===== src/rtl/ofdm_cr_pkg.sv =====
// ofdm_cr_pkg: modulation encodings, amplitudes and Gray level tables shared by the OFDM transmit chain
package ofdm_cr_pkg;
  typedef enum logic [1:0] {MOD_BPSK, MOD_QPSK, MOD_QAM16, MOD_QAM64} mod_e;
  localparam int A1 = 16384;
  localparam int A2 = 11585;
  localparam int U16 = 5181;
  localparam int U64 = 2528;
  localparam int QAM16_LVL [4] = '{-3, -1, 3, 1};
  localparam int QAM64_LVL [8] = '{-7, -5, -1, -3, 7, 5, 1, 3};
  function automatic int bits_per_sym(input mod_e m);
    return m == MOD_BPSK ? 1 : m == MOD_QPSK ? 2 : m == MOD_QAM16 ? 4 : 6;
  endfunction
endpackage


===== src/rtl/sym_fifo.sv =====
// sym_fifo: first-word fall-through symbol FIFO with async reset and simultaneous push/pop
module sym_fifo #(
  parameter int DEPTH = 4,
  parameter int W = 32
) (
  input  logic         clk,
  input  logic         rst,
  input  logic         push,
  input  logic [W-1:0] din,
  input  logic         pop,
  output logic [W-1:0] dout,
  output logic         full,
  output logic         empty
);
  localparam int AW = $clog2(DEPTH);
  logic [W-1:0] mem [DEPTH];
  logic [AW:0] wp, rp;
  assign full = (wp ^ rp) == {1'b1, {AW{1'b0}}};
  assign empty = wp == rp;
  assign dout = mem[rp[AW-1:0]];
  // Pointers carry an extra wrap bit so full and empty are distinguishable
  always_ff @(posedge clk or posedge rst)
    if (rst) begin
      wp <= '0;
      rp <= '0;
    end else begin
      if (push && !full) wp <= wp + 1'b1;
      if (pop && !empty) rp <= rp + 1'b1;
    end
  // Storage needs no reset: a slot is only read after it has been written
  always_ff @(posedge clk)
    if (push && !full) mem[wp[AW-1:0]] <= din;
endmodule


===== src/rtl/ofdm_mapper_cfg.sv =====
// ofdm_mapper_cfg: packed-bit stream to BPSK/QPSK/16-QAM/64-QAM symbols with frame-end padding and output FIFO
module ofdm_mapper_cfg
  import ofdm_cr_pkg::*;
#(
  parameter int IN_W = 2,
  parameter int DEPTH = 4,
  parameter int DW = 16
) (
  input  logic            CLK_I,
  input  logic            RST_I,
  input  logic [1:0]      MOD_SEL,
  input  logic [IN_W-1:0] DAT_I,
  input  logic            CYC_I,
  input  logic            STB_I,
  input  logic            WE_I,
  output logic            ACK_O,
  output logic [2*DW-1:0] DAT_O,
  output logic            CYC_O,
  output logic            STB_O,
  output logic            WE_O,
  input  logic            ACK_I
);
  localparam int BUF_W = IN_W + 5;
  localparam int CW = $clog2(BUF_W + 1);
  logic [BUF_W-1:0] bits, bits_n, kept;
  logic [CW-1:0] cnt, cnt_n, rem, k;
  logic [2*DW-1:0] sym, head;
  mod_e mode;
  logic cyc, full, empty, gen_full, pad, gen, pop;
  function automatic logic [DW-1:0] scale(input int v);
    longint s;
    s = (longint'(v) <<< DW) >>> 16;
    return s[DW-1:0];
  endfunction
  function automatic logic [2*DW-1:0] map_sym(input logic [5:0] b, input mod_e m);
    int i, q;
    case (m)
      MOD_BPSK: begin
        i = b[0] ? A1 : -A1;
        q = 0;
      end
      MOD_QPSK: begin
        i = b[0] ? A2 : -A2;
        q = b[1] ? A2 : -A2;
      end
      MOD_QAM16: begin
        i = QAM16_LVL[{b[0], b[1]}] * U16;
        q = QAM16_LVL[{b[2], b[3]}] * U16;
      end
      default: begin
        i = QAM64_LVL[{b[0], b[1], b[2]}] * U64;
        q = QAM64_LVL[{b[3], b[4], b[5]}] * U64;
      end
    endcase
    return {scale(i), scale(q)};
  endfunction
  assign k = CW'(bits_per_sym(mode));
  assign ACK_O = !RST_I && CYC_I && STB_I && WE_I && (int'(cnt) + IN_W <= BUF_W);
  assign gen_full = cnt >= k;
  assign pad = !CYC_I && cnt != 0 && cnt < k;
  assign gen = !full && (gen_full || pad);
  assign pop = ACK_I && !empty;
  assign sym = map_sym(bits[5:0], mode);
  // Drop the consumed symbol (or the padded residue) and append the accepted beat above what remains
  always_comb begin
    rem = gen ? (gen_full ? cnt - k : '0) : cnt;
    kept = gen ? (gen_full ? bits >> k : '0) : bits;
    bits_n = kept | (ACK_O ? BUF_W'(DAT_I) << rem : '0);
    cnt_n = rem + (ACK_O ? CW'(IN_W) : '0);
  end
  // Bit buffer, per-frame mode latched on the first beat, and output frame flag held until fully drained
  always_ff @(posedge CLK_I or posedge RST_I)
    if (RST_I) begin
      bits <= '0;
      cnt <= '0;
      mode <= MOD_BPSK;
      cyc <= 1'b0;
    end else begin
      bits <= bits_n;
      cnt <= cnt_n;
      if (ACK_O && !cyc) mode <= mod_e'(MOD_SEL);
      cyc <= ACK_O || (cyc && (CYC_I || cnt != 0 || !empty));
    end
  sym_fifo #(.DEPTH(DEPTH), .W(2 * DW)) u_fifo (
    .clk(CLK_I),
    .rst(RST_I),
    .push(gen),
    .din(sym),
    .pop(pop),
    .dout(head),
    .full(full),
    .empty(empty)
  );
  assign STB_O = !empty;
  assign WE_O = !empty;
  assign CYC_O = cyc;
  assign DAT_O = empty ? '0 : head;
endmodule


===== config.mk =====
export PLATFORM = sky130hd
export DESIGN_NAME = ofdm_mapper_cfg
export DESIGN_NICKNAME = d
export VERILOG_FILES = /design/src/rtl/ofdm_cr_pkg.sv /design/src/rtl/sym_fifo.sv /design/src/rtl/ofdm_mapper_cfg.sv
export SDC_FILE = /design/constraint.sdc
export NUM_CORES = 1
export LEC_CHECK = 0
export ABC_CLOCK_PERIOD_IN_PS = 5800
export BUFFER_PORTS_ARGS = -buffer_cell sky130_fd_sc_hd__buf_2
export CORE_AREA = 2 2 141 109
export DETAILED_ROUTE_END_ITERATION = 8
export DIE_AREA = 0 0 143 111
export MAX_ROUTING_LAYER = met4
export PLACE_DENSITY = 0.66
export SETUP_SLACK_MARGIN = 0.15
export SYNTH_ARGS = -nofsm -noshare
export SYNTH_HDL_FRONTEND = slang
export SYNTH_SLANG_ARGS = --single-unit

===== constraint.sdc =====
create_clock -name CLK_I -period 5.8 [get_ports CLK_I]
set_input_delay 1.45 -clock CLK_I [delete_from_list [all_inputs] [get_ports CLK_I]]
set_output_delay 1.45 -clock CLK_I [all_outputs]
set_load 0.005 [all_outputs]

==> results of run 1 <==
## per-layer routing
metal  wire [um]  track usage (%)  up-vias
li1            -                -     1976
met1        6670            28.07     2047
met2        6059            26.95      112
met3         688            3.931       21
met4         302            8.581        0
met5           0                -        -
## layout make-up
| class | instances | area, um^2 | share of cell area [%] |
|---|---|---|---|
| Tap cell | 205 | 256.5 | 3.170 |
| Sequential cell | 139 | 4080 | 50.43 |
| Clock buffer | 17 | 425.4 | 5.258 |
| Multi-Input combinational cell | 316 | 2765 | 34.18 |
| Timing Repair Buffer | 52 | 277.8 | 3.433 |
| Inverter | 25 | 93.84 | 1.160 |
| Clock inverter | 15 | 191.4 | 2.366 |
## flip-flops by register name, summed over array words and instances, names as in the netlist
| name | cells |
|---|---|
| CYC_O | 1 |
| bits | 7 |
| cnt | 3 |
| mode | 2 |
| u_fifo.mem | 120 |
| u_fifo.rp | 3 |
| u_fifo.wp | 3 |
## worst max path at each step
stage | depth (start not counted) | to
5_1_grt | 11 | u_fifo.mem[0][28]
3_5_place_dp | 6 | ACK_O
4_1_cts | 6 | ACK_O
3_3_place_gp | 6 | ACK_O
6_report | 6 | ACK_O
2_1_floorplan | 3 | ACK_O
## cell families (layout without fill, tap and decap cells)
| family | count (synthesis) | in the layout | share of synthesized area (%) |
|---|---|---|---|
| flops | 139 | 139 | 57.62 |
| simple gates | 118 | 118 | 8.590 |
| compound gates | 93 | 93 | 8.749 |
| buf+inv | 56 | 109 | 3.393 |
| mux | 40 | 40 | 11.01 |
| fa+ha+maj | 39 | 39 | 7.423 |
| xor+xnor | 26 | 26 | 3.217 |
## worst max-delay path, stage by stage
cell     delay, ns
buf_2         0.09
inv_1         0.04
buf_4         0.26
nand4_1       0.12
a21oi_1       0.39
buf_2         0.20
## per-stage QoR
step | hold WS (ns) | worst slack [ns]
after floorplan | 0.4604 | 1.968
after global placement | 0.4723 | 1.830
after detailed placement | 0.4820 | 1.781
after CTS | 0.4904 | 1.777
after global routing | 0.5147 | 1.606
final | 0.4886 | 1.802
## synthesized netlist by cell type (2+ instances only)
| library cell | n |
|---|---|
| edfxtp_1 | 120 |
| nand2_1 | 37 |
| nor2b_1 | 36 |
| ha_1 | 34 |
| a21oi_1 | 31 |
| mux4_2 | 30 |
| inv_1 | 24 |
| clkbuf_1 | 19 |
| dfrtp_1 | 19 |
| xnor2_1 | 19 |
| o21ai_0 | 18 |
| nor2_1 | 15 |
| a21o_1 | 10 |
| nor3_1 | 8 |
| mux2i_1 | 7 |
| xor2_1 | 7 |
| o31ai_1 | 6 |
| a22oi_1 | 5 |
| and2_1 | 5 |
| buf_4 | 5 |
| fa_1 | 5 |
| nand2b_1 | 5 |
| buf_1 | 3 |
| buf_2 | 3 |
| mux2_2 | 3 |
| a211oi_1 | 2 |
| a221oi_1 | 2 |
| a32oi_1 | 2 |
| o211ai_1 | 2 |
| o221ai_1 | 2 |
| o22ai_1 | 2 |
| or2_2 | 2 |
| or3_1 | 2 |
==> flow_metrics.py, run 1 <==
metrics = {
    "placed_design": {
        "io_buffers": 45,
        "dp.cells": 737,
        "gp_congestion": 0.8342,
        "dpl_cell_area_mm2": 0.007473,
        "place_hpwl_um": 8839,
    },
    "clocking": {
        "clk-insertion-delay-late_ns": 0.42,
        "postCtsResizedCells": 0,
        "cts_hold_buf": 0,
        "clk_pin_slew_worst_paths_ns": 0.06,
        "htreeDepth": 4,
        "root_buffer": "clkbuf_16",
        "cts_buffers": 17,
        "cts_tree": "built",
        "cts_sinks": 139,
        "clock_path_buffers": 2,
        "cts_setup_buffers": 0,
    },
    "floorplan": {
        "start_util_pct": 48.20,
        "io_pins": 46,
        "die_x_um": 143,
        "std_cell_rows": 39,
        "die_h_um": 111,
        "design.die.area_mm2": 0.01587,
        "core_area_mm2": 0.01469,
    },
    "critical_path": {
        "cp-startpoint": "RST_I",
        "r2r_end": "u_fifo.mem[2][28]",
        "critPathCaptureType": "output port",
        "crit_path_start_kind": "input pin",
        "cp_max_fo": 20,
        "r2r_slack_ns": 1.93,
        "reg2reg_from": "bits[0]",
        "critPathRequiredTime_ns": 4.35,
        "r2r_cells": 11,
        "worstPathArrival_ns": 2.55,
        "path_class": "in -> out",
    },
    "run": {
        "drv_cap": 0,
    },
    "global_routing": {
        "grt_max_degree": 43,
        "grt_pass1_wl_um": 22560,
        "grt_pass1_vias": 4235,
        "grt-ovfl-total": 0,
        "grt_usage_pct": 19.49,
        "antenna_found_initial": 0,
    },
    "timing": {
        "finalSetupViolations": 0,
        "fmax_mhz": 250.2,
        "tightest_slew_ns": 0.8749,
        "tns_ns": 0,
        "skew_ns": 0.005979,
        "drv_slew": 0,
        "hold_viol": 0,
        "grt_setup_unrepaired": "no",
        "fin_crit_ns": 3.998,
        "relSlewSlack_pct": 41.67,
        "post-route-period-util_pct": 68.92,
    },
    "worst_hold_path": {
        "min_from": "u_fifo.wp[2]",
        "hold-path-endpoint": "u_fifo.wp[2]",
        "hold_path_depth": 1,
        "min_path_type": "reg -> reg",
    },
    "synthesis": {
        "async_flop_share_pct": 13.67,
        "synth_area_leaders": "edfxtp_1 (51%), mux4_2 (9.5%), dfrtp_1 (6.7%), ha_1 (6.0%), nor2b_1 (3.2%)",
        "synth_edf_count": 120,
        "synth_nets": 560,
        "synth_seq_cells": 139,
        "synth_area_mm2": 0.007079,
        "synth_top_area_cell": "edfxtp_1",
        "synth.avg_cell_area_um2": 13.85,
        "synthCells": 511,
        "synth.distinct_cells": 54,
        "seq_area_frac_synth_pct": 57.62,
        "yosysTopAreaCellShare_pct": 50.90,
        "synth_ff_type": "edfxtp_1",
        "ys.warnings.count": 0,
    },
    "route": {
        "routed_wl_um": 13720,
        "drcViolationCount": 0,
        "num_vias": 4156,
        "wl_per_cell_um": 17.84,
        "drt-initial-drc-count": 307,
        "vias_per_cell": 5.404,
        "ant_nets": 0,
        "dr.pass1.iters": 4,
    },
    "final_layout": {
        "final_cell_mix": "edfxtp_1 (120), buf_2 (45), nand2_1 (37)",
        "drive_above_1_share_pct": 23.05,
        "nNetsFinal": 600,
        "fillers": 1202,
        "diodes": 0,
        "stdcell_count": 769,
        "area.growth.synth_to_final_pct": 14.28,
        "final_area_mm2": 0.008090,
        "layout_commonest_cell": "edfxtp_1",
        "utilization_pct": 55.08,
    },
    "status": {
        "status": "complete, no violations",
    },
}
Power of run 1 is not shown: default switching activity piles up to over one toggle a cycle in this logic, so the estimate is an artifact.
==> run 2, diff against run 1 <==
Settings changed: ABC_CLOCK_PERIOD_IN_PS 5800 to 4100.
Clock period 5.8 ns to 4.1 ns, I/O delays scaled along.
==> flow_metrics.py, run 2 (synthesis results as in run 1) <==
metrics = {
    "status": {
        "status": "complete, no violations",
    },
    "placed_design": {
        "place_hpwl_um": 9060,
        "gp_congestion": 0.9043,
        "dp.cells": 744,
        "io_buffers": 45,
    },
    "global_routing": {
        "grt-ovfl-total": 0,
        "grt_pass1_vias": 4174,
        "grt_max_degree": 43,
        "grt_usage_pct": 19.54,
        "grt_pass1_wl_um": 22440,
        "antenna_found_initial": 0,
    },
    "final_layout": {
        "nNetsFinal": 607,
        "multi_input_area_mm2": 0.002763,
        "area.growth.synth_to_final_pct": 14.32,
        "fillers": 1184,
        "largest_reg_flops": 120,
        "layout_commonest_cell": "edfxtp_1",
        "drive_above_1_share_pct": 22.85,
        "diodes": 0,
        "ff_latch_area_mm2": 0.004080,
        "final_cell_mix": "edfxtp_1 (120), buf_2 (45), nand2_1 (37)",
        "stdcell_count": 774,
    },
    "run": {
        "drv_cap": 0,
    },
    "route": {
        "vias_per_cell": 5.435,
        "num_vias": 4207,
        "routed_wl_um": 14060,
        "ant_nets": 0,
        "dr.pass1.iters": 4,
        "wl_per_cell_um": 18.17,
        "drcViolationCount": 0,
        "drt-initial-drc-count": 322,
    },
    "clocking": {
        "cts_hold_buf": 0,
        "cts_tree": "built",
        "cts_sinks": 139,
        "cts_buffers": 17,
        "cts_setup_buffers": 0,
        "postCtsResizedCells": 0,
        "root_buffer": "clkbuf_16",
        "clk-insertion-delay-late_ns": 0.42,
        "clock_path_buffers": 2,
        "clk_pin_slew_worst_paths_ns": 0.05,
        "htreeDepth": 4,
    },
    "floorplan": {
        "die_h_um": 111,
        "io_pins": 46,
        "core_area_mm2": 0.01469,
        "die_x_um": 143,
        "std_cell_rows": 39,
        "design.die.area_mm2": 0.01587,
        "start_util_pct": 48.20,
    },
    "critical_path": {
        "cp_max_fo": 14,
        "r2r_cells": 11,
        "critPathCaptureType": "flip-flop",
        "crit_path_start_kind": "flip-flop",
        "path_class": "reg -> reg",
        "critPathRequiredTime_ns": 4.26,
        "worstPathArrival_ns": 3.76,
    },
    "timing": {
        "skew_ns": 0.006926,
        "drv_slew": 0,
        "relSlewSlack_pct": 45.89,
        "hold_viol": 0,
        "tightest_slew_ns": 0.8116,
        "post-route-period-util_pct": 87.89,
        "tns_ns": 0,
        "grt_setup_unrepaired": "no",
        "finalSetupViolations": 0,
        "fmax_mhz": 277.5,
        "fin_crit_ns": 3.604,
    },
    "worst_hold_path": {
        "min_path_type": "reg -> reg",
        "hold_path_depth": 1,
    },
}
## run 2: cell types whose count changed in the layout (fill, tap and decap cells not counted), sizes merged
cell and change:
clkinv +1, clkbuf +2, inv -3, bufinv -1, buf +7, clkinvlp -1
## run 2: layout make-up
class                           count  share of cell area, %
Sequential cell                   139                  50.42
Multi-Input combinational cell    316                  34.14
Tap cell                          205                  3.169
Clock inverter                     11                  1.531
Timing Repair Buffer               59                  4.236
Inverter                           25                  1.160
Clock buffer                       19                  5.349
## run 2: worst paths after layout
check | from | to | slack (ns)
worst min-delay path | u_fifo.wp[2] | u_fifo.wp[2] | 0.49
worst max-delay path | bits[3] | u_fifo.mem[3][12] | 0.50
max in group asynchronous | RST_I | u_fifo.rp[0] | 3.22
min in group asynchronous | RST_I | cnt[1] | 0.65
worst max register to register | bits[3] | u_fifo.mem[3][12] | 0.50
worst min register to register | u_fifo.wp[2] | u_fifo.wp[2] | 0.49
## run 2: critical path, cell delays in order, from the launching register on
cell and delay, ns:
dfrtp_1 0.63, inv_1 0.27, ha_1 0.50, inv_1 0.08, ha_1 0.20, fa_1 0.46
ha_1 0.33, a21o_1 0.19, a21oi_1 0.16, xor2_1 0.19, xnor2_1 0.11, a21o_1 0.22
## run 2: routing by layer
layer	GRT usage, %	vias up	part of all wire, %
met4	9.307	0	3.6
met3	4.492	30	5.1
li1	-	1993	-
met1	26.96	2074	47
met5	-	-	0
met2	27.56	110	44
## run 2: metrics by stage
stage                     hold slack [ns]  instance area, um^2  utilization (%)  worst slack (ns)
final                              0.4897                 8093            55.10            0.4963
after floorplan                    0.4604                 7079                -            0.7985
after global placement             0.4740                 7536            51.31            0.5843
after global routing               0.5182                 8093            55.10            0.2437
after CTS                          0.4934                 8093            55.10            0.5024
after detailed placement           0.4788                 7536            51.31            0.5196
Power of run 2 is left out for the same reason.
==> run 3, diff against run 2 <==
Settings changed: RECOVER_POWER set to 100.
==> flow_metrics.py, run 3 (synthesis results as in run 1) <==
metrics = {
    "clocking": {
        "htreeDepth": 4,
        "clk_pin_slew_worst_paths_ns": 0.05,
        "postCtsResizedCells": 0,
        "cts_tree": "built",
        "root_buffer": "clkbuf_16",
        "clock_path_buffers": 2,
        "clk-insertion-delay-late_ns": 0.42,
        "cts_hold_buf": 0,
        "cts_sinks": 139,
        "cts_setup_buffers": 0,
        "cts_buffers": 17,
    },
    "route": {
        "dr.pass1.iters": 5,
        "drcViolationCount": 0,
        "drt-initial-drc-count": 321,
        "routed_wl_um": 14080,
        "met3_length_um": 698,
        "ant_nets": 0,
        "vias_per_cell": 5.474,
        "num_vias": 4237,
        "wl_met2_um": 6238,
        "wl_per_cell_um": 18.20,
        "top_layer_used": "met4",
        "wl_met1_um": 6679,
    },
    "global_routing": {
        "grt_pass1_wl_um": 22440,
        "grt_max_degree": 43,
        "antenna_found_initial": 0,
        "grt_usage_pct": 19.54,
        "grt_pass1_vias": 4174,
        "grt-ovfl-total": 0,
    },
    "final_layout": {
        "largest_reg_flops": 120,
        "layout_commonest_cell": "edfxtp_1",
        "final_cell_mix": "edfxtp_1 (120), nand2_1 (37), nor2b_1 (36)",
        "utilization_pct": 54.63,
        "nNetsFinal": 607,
        "drive_above_1_share_pct": 17.22,
        "area.growth.synth_to_final_pct": 13.34,
        "diodes": 0,
    },
    "critical_path": {
        "crit_path_start_kind": "flip-flop",
        "worstPathArrival_ns": 3.77,
        "slowest_delay_ns": 0.64,
        "critPathRequiredTime_ns": 4.26,
        "worstPathCellList": "inv_1 > ha_1 > inv_1 > ha_1 > fa_1 > ha_1 > a21o_1 > a21oi_1 > xor2_1 > xnor2_1 > a21o_1",
        "critPathCaptureType": "flip-flop",
        "path_class": "reg -> reg",
        "cp_max_fo": 14,
        "cpMaxStageDelayCell": "dfrtp_1",
        "crit_top_cell": "ha_1",
    },
    "timing": {
        "tightest_slew_ns": 1.125,
        "post-route-period-util_pct": 88.19,
        "skew_ns": 0.01247,
        "tns_ns": 0,
        "fmax_mhz": 276.6,
        "finalSetupViolations": 0,
        "grt_setup_unrepaired": "no",
        "relSlewSlack_pct": 25.03,
        "fin_crit_ns": 3.616,
        "drv_slew": 0,
        "hold_viol": 0,
    },
    "floorplan": {
        "start_util_pct": 48.20,
        "core_area_mm2": 0.01469,
        "std_cell_rows": 39,
        "io_pins": 46,
        "design.die.area_mm2": 0.01587,
        "die_x_um": 143,
        "die_h_um": 111,
    },
    "placed_design": {
        "place_hpwl_um": 9060,
        "io_buffers": 45,
        "gp_congestion": 0.9043,
    },
    "status": {
        "status": "complete, no violations",
    },
    "worst_hold_path": {
        "min_path_type": "reg -> reg",
    },
    "run": {
        "drv_cap": 0,
    },
}
run 3: changes by cell type in the layout (fill, tap and decap cells not counted), moves of 4 or more:
cell / previous run / this run
clkbuf_2: 0 / 9
and2_1: 5 / 1
and2_0: 0 / 4
buf_4: 13 / 7
clkbuf_1: 2 / 28
buf_2: 45 / 14
run 3: final cells by class:
| cell class | count | area (um^2) |
|---|---|---|
| Fill cell | 1206 | 6664 |
| Sequential cell | 139 | 4079 |
| Multi-Input combinational cell | 316 | 2738 |
| Clock buffer | 19 | 432.9 |
| Timing Repair Buffer | 59 | 300.3 |
| Tap cell | 205 | 256.5 |
| Clock inverter | 11 | 123.9 |
| Inverter | 25 | 93.84 |
run 3: metrics by stage:
stage | worst slack [ns] | cell area, um^2 | hold WS [ns] | instances
floorplan | 0.7985 | 7079 | 0.4604 | 511
global placement | 0.5843 | 7536 | 0.4740 | 744
detailed placement | 0.5196 | 7536 | 0.4788 | 744
CTS | 0.5024 | 8093 | 0.4934 | 774
global route | 0.1320 | 8024 | 0.5182 | 774
finish | 0.4843 | 8024 | 0.4901 | 774
run 3: layer usage:
| layer | vias to the layer above | track usage [%] |
|---|---|---|
| met5 | - | - |
| met4 | 0 | 9.307 |
| met3 | 25 | 4.492 |
| met2 | 133 | 27.56 |
| met1 | 2085 | 26.96 |
| li1 | 1994 | - |
run 3: final timing paths:
kind | from | end | slack [ns] | cells after the start
max | bits[3] | u_fifo.mem[3][12] | 0.48 | 11
min | u_fifo.wp[2] | u_fifo.wp[2] | 0.49 | 1
max reg2reg | bits[3] | u_fifo.mem[3][12] | 0.48 | 11
min reg2reg | u_fifo.wp[2] | u_fifo.wp[2] | 0.49 | 1
max in group asynchronous | RST_I | bits[1] | 2.44 | 3
min in group asynchronous | RST_I | bits[3] | 0.98 | 3
run 3: critical path, delay by kind of cell, from the launching register on:
kind,cells,cell delay [ns]
buf+inv,2,0.35
xor+xnor,2,0.30
fa+ha+maj,4,1.49
compound gates,3,0.57
flops,1,0.64
Power of run 3 is left out for the same reason.
